### src/rtl/uart_tx_buffer.sv
// uart_tx_buffer: bus-fed byte FIFO draining into the uart sendData/sendReq/ready handshake; UART_TXBUF_IRQ_EN adds a low-water irq.
module uart_tx_buffer #(
  parameter int DEPTH = 16,
  parameter int LOW_WATER = 2
) (
  input  logic        clk,
  input  logic        resetn,
  input  logic [3:0]  addr_in,
  input  logic [31:0] wdata,
  input  logic        req,
  input  logic        we,
  output logic [31:0] rdata,
  output logic [7:0]  uart_send_data,
  output logic        uart_send_req,
  input  logic        uart_ready,
  output logic        irq_o
);
  localparam int AW = $clog2(DEPTH);
  localparam logic [AW:0] FULL = (AW+1)'(DEPTH);
  typedef enum logic [1:0] {IDLE, SEND, WAIT_LOW, WAIT_HIGH} state_t;
  state_t state, state_nx;
  logic [7:0] mem [DEPTH];
  logic [AW-1:0] wr_ptr, rd_ptr;
  logic [AW:0] count;
  logic overflow, irq_en, wr_fifo, wr_ctrl, flush, full, pop, push, unused;
  logic [8:0] cnt9;
  logic [7:0] cnt8;
  assign wr_fifo = req & we & (addr_in == 4'h0);
  assign wr_ctrl = req & we & (addr_in == 4'h4);
  assign flush = wr_ctrl & wdata[0];
  assign full = count == FULL;
  assign pop = (state == IDLE) & (count != '0) & uart_ready;
  assign push = wr_fifo & ~flush & (~full | pop);
  assign uart_send_req = state == SEND;
  always_comb begin
    state_nx = state;
    case (state)
      IDLE:      state_nx = pop ? SEND : IDLE;
      SEND:      state_nx = WAIT_LOW;
      WAIT_LOW:  state_nx = uart_ready ? WAIT_LOW : WAIT_HIGH;
      WAIT_HIGH: state_nx = uart_ready ? IDLE : WAIT_HIGH;
      default:   state_nx = IDLE;
    endcase
  end
  always_ff @(posedge clk) begin
    if (!resetn) state <= IDLE;
    else state <= state_nx;
  end
  always_ff @(posedge clk) begin
    if (!resetn) uart_send_data <= 8'h00;
    else if (pop) uart_send_data <= mem[rd_ptr];
  end
  always_ff @(posedge clk) begin
    if (push) mem[wr_ptr] <= wdata[7:0];
  end
  // flush clears the queue but leaves the FSM alone so an in-flight byte completes
  always_ff @(posedge clk) begin
    if (!resetn || flush) begin
      wr_ptr <= '0;
      rd_ptr <= '0;
      count <= '0;
    end else begin
      if (push) wr_ptr <= wr_ptr + 1'b1;
      if (pop) rd_ptr <= rd_ptr + 1'b1;
      count <= count + {{AW{1'b0}}, push} - {{AW{1'b0}}, pop};
    end
  end
  always_ff @(posedge clk) begin
    if (!resetn) overflow <= 1'b0;
    else if (wr_fifo & full & ~pop) overflow <= 1'b1;
    else if (wr_ctrl & wdata[2]) overflow <= 1'b0;
  end
  assign cnt9 = 9'(count);
  assign cnt8 = cnt9[8] ? 8'hff : cnt9[7:0];
  assign rdata = (addr_in == 4'h0) ? {16'h0, cnt8, 4'h0, overflow, (count == '0) & (state == IDLE) & uart_ready, count == '0, ~full} :
                 (addr_in == 4'h4) ? {30'h0, irq_en, 1'b0} : 32'h0;
`ifdef UART_TXBUF_IRQ_EN
  localparam logic [AW:0] LW = (AW+1)'(LOW_WATER);
  always_ff @(posedge clk) begin
    if (!resetn) begin
      irq_en <= 1'b0;
      irq_o <= 1'b0;
    end else begin
      if (wr_ctrl) irq_en <= wdata[1];
      irq_o <= irq_en & (count <= LW);
    end
  end
  assign unused = ^{wdata[31:8], wdata[3]};
`else
  assign irq_en = 1'b0;
  assign irq_o = 1'b0;
  assign unused = ^{wdata[31:8], wdata[3], wdata[1], LOW_WATER[0]};
`endif
endmodule

### config.mk
export PLATFORM = sky130hd
export DESIGN_NAME = uart_tx_buffer
export DESIGN_NICKNAME = d
export VERILOG_FILES = /design/src/rtl/uart_tx_buffer.sv
export SDC_FILE = /design/constraint.sdc
export NUM_CORES = 1
export LEC_CHECK = 0
export ABC_AREA = 0
export BUFFER_PORTS_ARGS = -buffer_cell sky130_fd_sc_hd__buf_2
export CAP_MARGIN = 20
export CORE_ASPECT_RATIO = 0.6
export CORE_UTILIZATION = 40
export CTS_CLUSTER_DIAMETER = 30
export DETAILED_ROUTE_END_ITERATION = 7
export GPL_TIMING_DRIVEN = 0
export PLACE_DENSITY = 0.56
export SLEW_MARGIN = 20
export SYNTH_ARGS = -nofsm -noshare
export SYNTH_HDL_FRONTEND = slang
export SYNTH_SLANG_ARGS = --single-unit
### constraint.sdc
create_clock -name clk -period 7.89 [get_ports clk]
set_input_delay 0.3945 -clock clk [delete_from_list [all_inputs] [get_ports clk]]
set_output_delay 0.3945 -clock clk [all_outputs]
set_load 0.01 [all_outputs]
# After elaboration in Yosys (flattened, before gate mapping)

Memories as Yosys holds them, arrays and structs flattened. A register that Yosys moved wholly into a read port is not among the register bits.
Cells that the tools add are included.

Register bits: 16
Latch bits: 0
RAM bits: 128
ROM bits: 0
Input bits: 41
Logic and storage cells: 49
Memories kept: 1

Memory list:

| name | depth | bits a word | read ports | clocked after Yosys merged registers in | wr ports | line | RTL |
|---|---|---|---|---|---|---|---|
| mem  | 16    | 8           | 1          | 1                                       | 1        | 22   | `logic [7:0] mem [DEPTH];` |

Add/subtract/negate cells: 4
$mul: 0
Div/mod/pow operators: 0
Magnitude comparators: 0
Equal/unequal tests: 5
Shift operators: 0
Mux-type cells: 9
Bitwise gates (word level): 17
Reduce and logical (&&, ||, !) cells: 8

Operators with widths:

| kind                                                                  | number |
|---|---|
| 1-bit AND                                                             | 13 |
| 13-bit two-way mux                                                    | 1 |
| 4-bit by 1-bit adder with 4-bit output, second input constant         | 2 |
| 2-bit case mux with 4 select lines                                    | 1 |
| 1-bit two-way mux                                                     | 6 |
| 5-bit by 1-bit adder with 5-bit output                                | 1 |
| 5-bit equality test, second input constant                            | 1 |
| 5-bit zero test                                                       | 1 |
| 5-bit nonzero test                                                    | 1 |
| 5-bit by 1-bit subtractor with 5-bit output                           | 1 |
| 2-bit equality test, second input constant                            | 2 |
| 4-bit by 3-bit equality test with 1-bit output, second input constant | 1 |
| 4-bit zero test                                                       | 1 |
| 1-bit NOT                                                             | 3 |
| 2-bit by 1-bit equality test with 1-bit output, second input constant | 1 |
| 1-bit zero test                                                       | 2 |
| 2-bit zero test                                                       | 1 |
| 2-bit two-way mux                                                     | 1 |
| 2-bit nonzero test                                                    | 1 |
| 1-bit logical OR                                                      | 1 |
| 1-bit bitwise OR                                                      | 1 |

# Longest topological paths before layout

Depth after elaboration: 8
Gate-level depth with buffers: 14

# Least setup slack after synthesis

Ideal clock, no wire load.

Path kind: input-to-reg
Start: in addr_in[3]
End: reg count[4]
Setup time: 0.121 ns
Data arrival time: 2.841 ns
Required time: 7.769 ns
Setup slack: 4.928 ns
Stages: 12
Buffers on the path: 0
Cells stage by stage: or4_4 > a311oi_4 > inv_2 > ha_1 > inv_1 > ha_1 > inv_1 > fa_1 > nand2b_1 > a21oi_1 > o21ai_0 > nor3b_1

Cells in the longest elaborated chain, start to end: 8

Ends and longest elaborated chain:

| what                                           | line | RTL |
|---|---|---|
| from (decl)                                    | 8    | `input logic [3:0] addr_in,` |
| 4-bit by 3-bit equality test with 1-bit output | n/a  |  |
| 1-bit AND                                      | 29   | `assign wr_ctrl = req & we & (addr_in == 4'h4);` |
| 1-bit AND                                      | 30   | `assign flush = wr_ctrl & wdata[0];` |
| 1-bit NOT                                      | 33   | `assign push = wr_fifo & ~flush & (~full \| pop);` |
| 1-bit AND (2 in series)                        | 33   |  |
| 5-bit by 1-bit adder with 5-bit output         | 65   | `count <= count + {{AW{1'b0}}, push} - {{AW{1'b0}}, pop};` |
| 5-bit by 1-bit subtractor with 5-bit output    | 65   |  |
| to (signal assigned)                           | 65   |  |
| to (decl)                                      | 24   | `logic [AW:0] count;` |

Several ways; a longest one is shown, not always the timed one.
A chain may end at the register's enable or synchronous reset.

# Worst setup path after layout

Start: reg count[2]
End: reg count[4]

Cells in the longest elaborated chain, start to end: 7

Ends and longest elaborated chain:

| what                                            | line | RTL |
|---|---|---|
| 5-bit nonzero test (*)                          | 32   | `assign pop = (state == IDLE) & (count != '0) & uart_ready;` |
| 1-bit AND (*) (2 in series)                     | 32   |  |
| named net pop                                   | 25   | `logic overflow, irq_en, wr_fifo, wr_ctrl, flush, full, pop, push, unused;` |
| 1-bit bitwise OR                                | 33   |  |
| 1-bit AND                                       | 33   |  |
| 5-bit by 1-bit adder with 5-bit output          | 65   |  |
| 5-bit by 1-bit subtractor with 5-bit output (*) | 65   |  |

The timed path passes the listed nets; every way through them passes the cells marked *.

==> impl_metrics.ini <==
[status]
status = completed

[drt]
wl_met2_mm = 5.77
routed_wl_mm = 13.1
drt_iter0_drc = 293
drc = 0
wl_met1_mm = 6.58
ant_nets = 0
via_per_inst = 5.00
wl_met3_um = 669
routedWlPerCell_um = 19.3
dr.pass1.iters = 5
route.vias.total = 3388
highest_layer = met4

[yosys]
ys_warn_count = 0
ys_seq_area_share_pct = 68.6
synth.ff_latch_count = 152
syn_avg_cell_area_um2 = 16.5
netlist_area_um2 = 6300
syn_inst = 381
synth_cell_types = 35

[worst_setup_path]
cp_max_fo = 4
arrival_ns = 3.51
crit_required_ns = 8.19
crit_type = flop to flop
cp-endpoint = count[4]
start_kind = flop
critPathCaptureType = flop
reg2reg_depth = 14
regToRegSetupSlack_ns = 4.68
crit_start = count[2]
r2r_start = count[2]
reg2reg_to = count[4]

[clock_network]
clock_latency_ns = 0.41
cts_tree = built
htree_num_levels = 4
cts_sinks = 152
clk_pin_slew_worst_paths_ns = 0.06
clockRootBuffer = clkbuf_16
cts_hold_buf = 0
postCtsResizedCells = 0
post-cts-setup-buffer-count = 0
cts_inserted_buffers = 17
clock_path_buffers = 2

[cells_and_area]
final_cell_mix = edfxtp_1 (128), buf_2 (37), mux4_2 (32)
antenna_cells = 0
layoutNonFillerInstCount = 677
final_common_cell = edfxtp_1
nNetsFinal = 514
drive_gt1_share_pct = 28.9
area_delta_synth_final_pct = 18.2
post-route-util_pct = 48.4

[grt]
grt_pass1_wl_mm = 20.1
grt_pass1_vias = 3394
grt_max_degree = 18
antenna_found_initial = 0
grt.total_usage_pct = 17.7
grt_overflow_total = 0

[timing]
worst_slew_pin_slew_ns = 1.04
rsz0062_at_grt = false
slew_headroom_pct = 30.4
hold_viol_final = 0
fin_skew_ns = 0.0111
tns_ns = 0
setup_violations = 0
fmax_ghz = 0.312
final_max_slew_viol_count = 0
finalCriticalPeriod_ns = 3.21
timing.final.crit_share_pct = 40.7

[power]
powerDensity_nw_per_um2 = 280
p_leak_uw = 0.00259
finalPower_uw = 2080
irDropWorstVdd_v = 0.000120

[die]
die-width_um = 164
die_h_um = 99.2
start_util_pct = 41.0
core_um2 = 15400
rows = 35
dieArea_um2 = 16300
ioPinCount = 83

[place]
place_congestion = 0.780
place_inst = 645
hpwl_mm = 9.39
numPortBuffers = 34

[job]
cap_violations = 0

[hold_path]
hold_path_class = input pin to flop
==> per-stage QoR <==
stage                     hold WS [ns]  worst slack, ns  area (um^2)
after floorplan                  0.425             4.93         6390
after global placement           0.441             4.46         6810
after detailed placement         0.444             4.56         6860
after CTS                        0.185             4.71         7450
after global routing             0.201             4.38         7450
final                            0.194             4.68         7450
==> synthesized netlist by cell type <==
cell	instances	area share (%)
a31oi_1	1	0.099
edfxtp_1	128	61
dfxtp_1	24	7.6
or4_4	1	0.18
a21oi_1	10	0.79
buf_4	24	2.9
inv_2	1	0.060
xnor2_1	3	0.42
or3b_2	1	0.14
buf_2	3	0.24
mux2i_1	16	2.5
buf_1	3	0.18
nand3_1	14	1.1
and2_1	3	0.30
conb_1	1	0.060
nand2_1	17	1.0
and3_1	2	0.20
clkbuf_1	11	0.66
nor2_1	23	1.4
a21o_1	1	0.12
xor2_1	3	0.42
nor3_1	7	0.56
o21ai_0	4	0.32
or3_1	4	0.40
fa_1	1	0.32
nor3b_1	3	0.36
nor4_1	1	0.099
o221ai_1	8	1.1
inv_1	13	0.77
a311oi_4	1	0.42
nor2b_1	1	0.099
nand2b_1	4	0.40
mux4_2	32	11
ha_1	11	2.2
or4b_2	1	0.16
==> flip-flops by register name (all words and copies together), names as in the netlist <==
signal,count
overflow,1
rd_ptr,4
state,2
count,5
wr_ptr,4
mem,128
uart_send_data,8
==> cell type report <==
cell class              instances  area (um^2)
plain buffers                  41          248
clock buffers                  18          439
clock inverters                14          146
fillers                      1303         7920
inverters                      14         52.6
multi-input cells             197         1780
flip-flops and latches        152         4320
well taps                     203          254
repair buffers                 38          200
==> cell families after synthesis <==
family	share of synthesized area, %
DFF	68.6
and+or+nand+nor	6.37
muxes	14.0
buffers and inverters	4.77
xor gates and xnor gates	0.834
AOI/OAI and AO/OA	2.86
adders and majority gates	2.50
other	0.0595
==> critical path, stage by stage, from the launching register on <==
cell,delay (ns)
dfxtp_1,0.32
inv_1,0.12
ha_1,0.18
or4b_2,0.66
nand2_1,0.14
inv_1,0.11
ha_1,0.30
inv_1,0.06
ha_1,0.15
inv_1,0.06
fa_1,0.39
nand2b_1,0.16
a21oi_1,0.21
o21ai_0,0.10
nor3b_1,0.14
==> routing by layer <==
metal | GRT usage, % | vias up
met5 | 0 | -
met2 | 25.0 | 100
li1 | - | 1579
met4 | 5.77 | 0
met3 | 3.59 | 8
met1 | 27.1 | 1701
==> worst min-delay path by stage <==
stage	start	endpoint	slack, ns	cells past startpoint
2_1_floorplan	overflow	overflow	0.43	2
3_3_place_gp	overflow	overflow	0.44	2
3_5_place_dp	overflow	overflow	0.44	2
4_1_cts	uart_ready	state[1]	0.18	2
5_1_grt	uart_ready	state[1]	0.20	2
6_report	uart_ready	state[1]	0.19	2
==> where the power goes <==
group / switching, uW / internal [uW] / total (uW) / leakage (uW)
logic: 205 / 159 / 364 / 0.000956
clock network: 321 / 476 / 797 / 0.000285
registers: 22.2 / 900 / 922 / 0.00135
total: 548 / 1540 / 2080 / 0.00259
(Power assumes the default switching activity.)
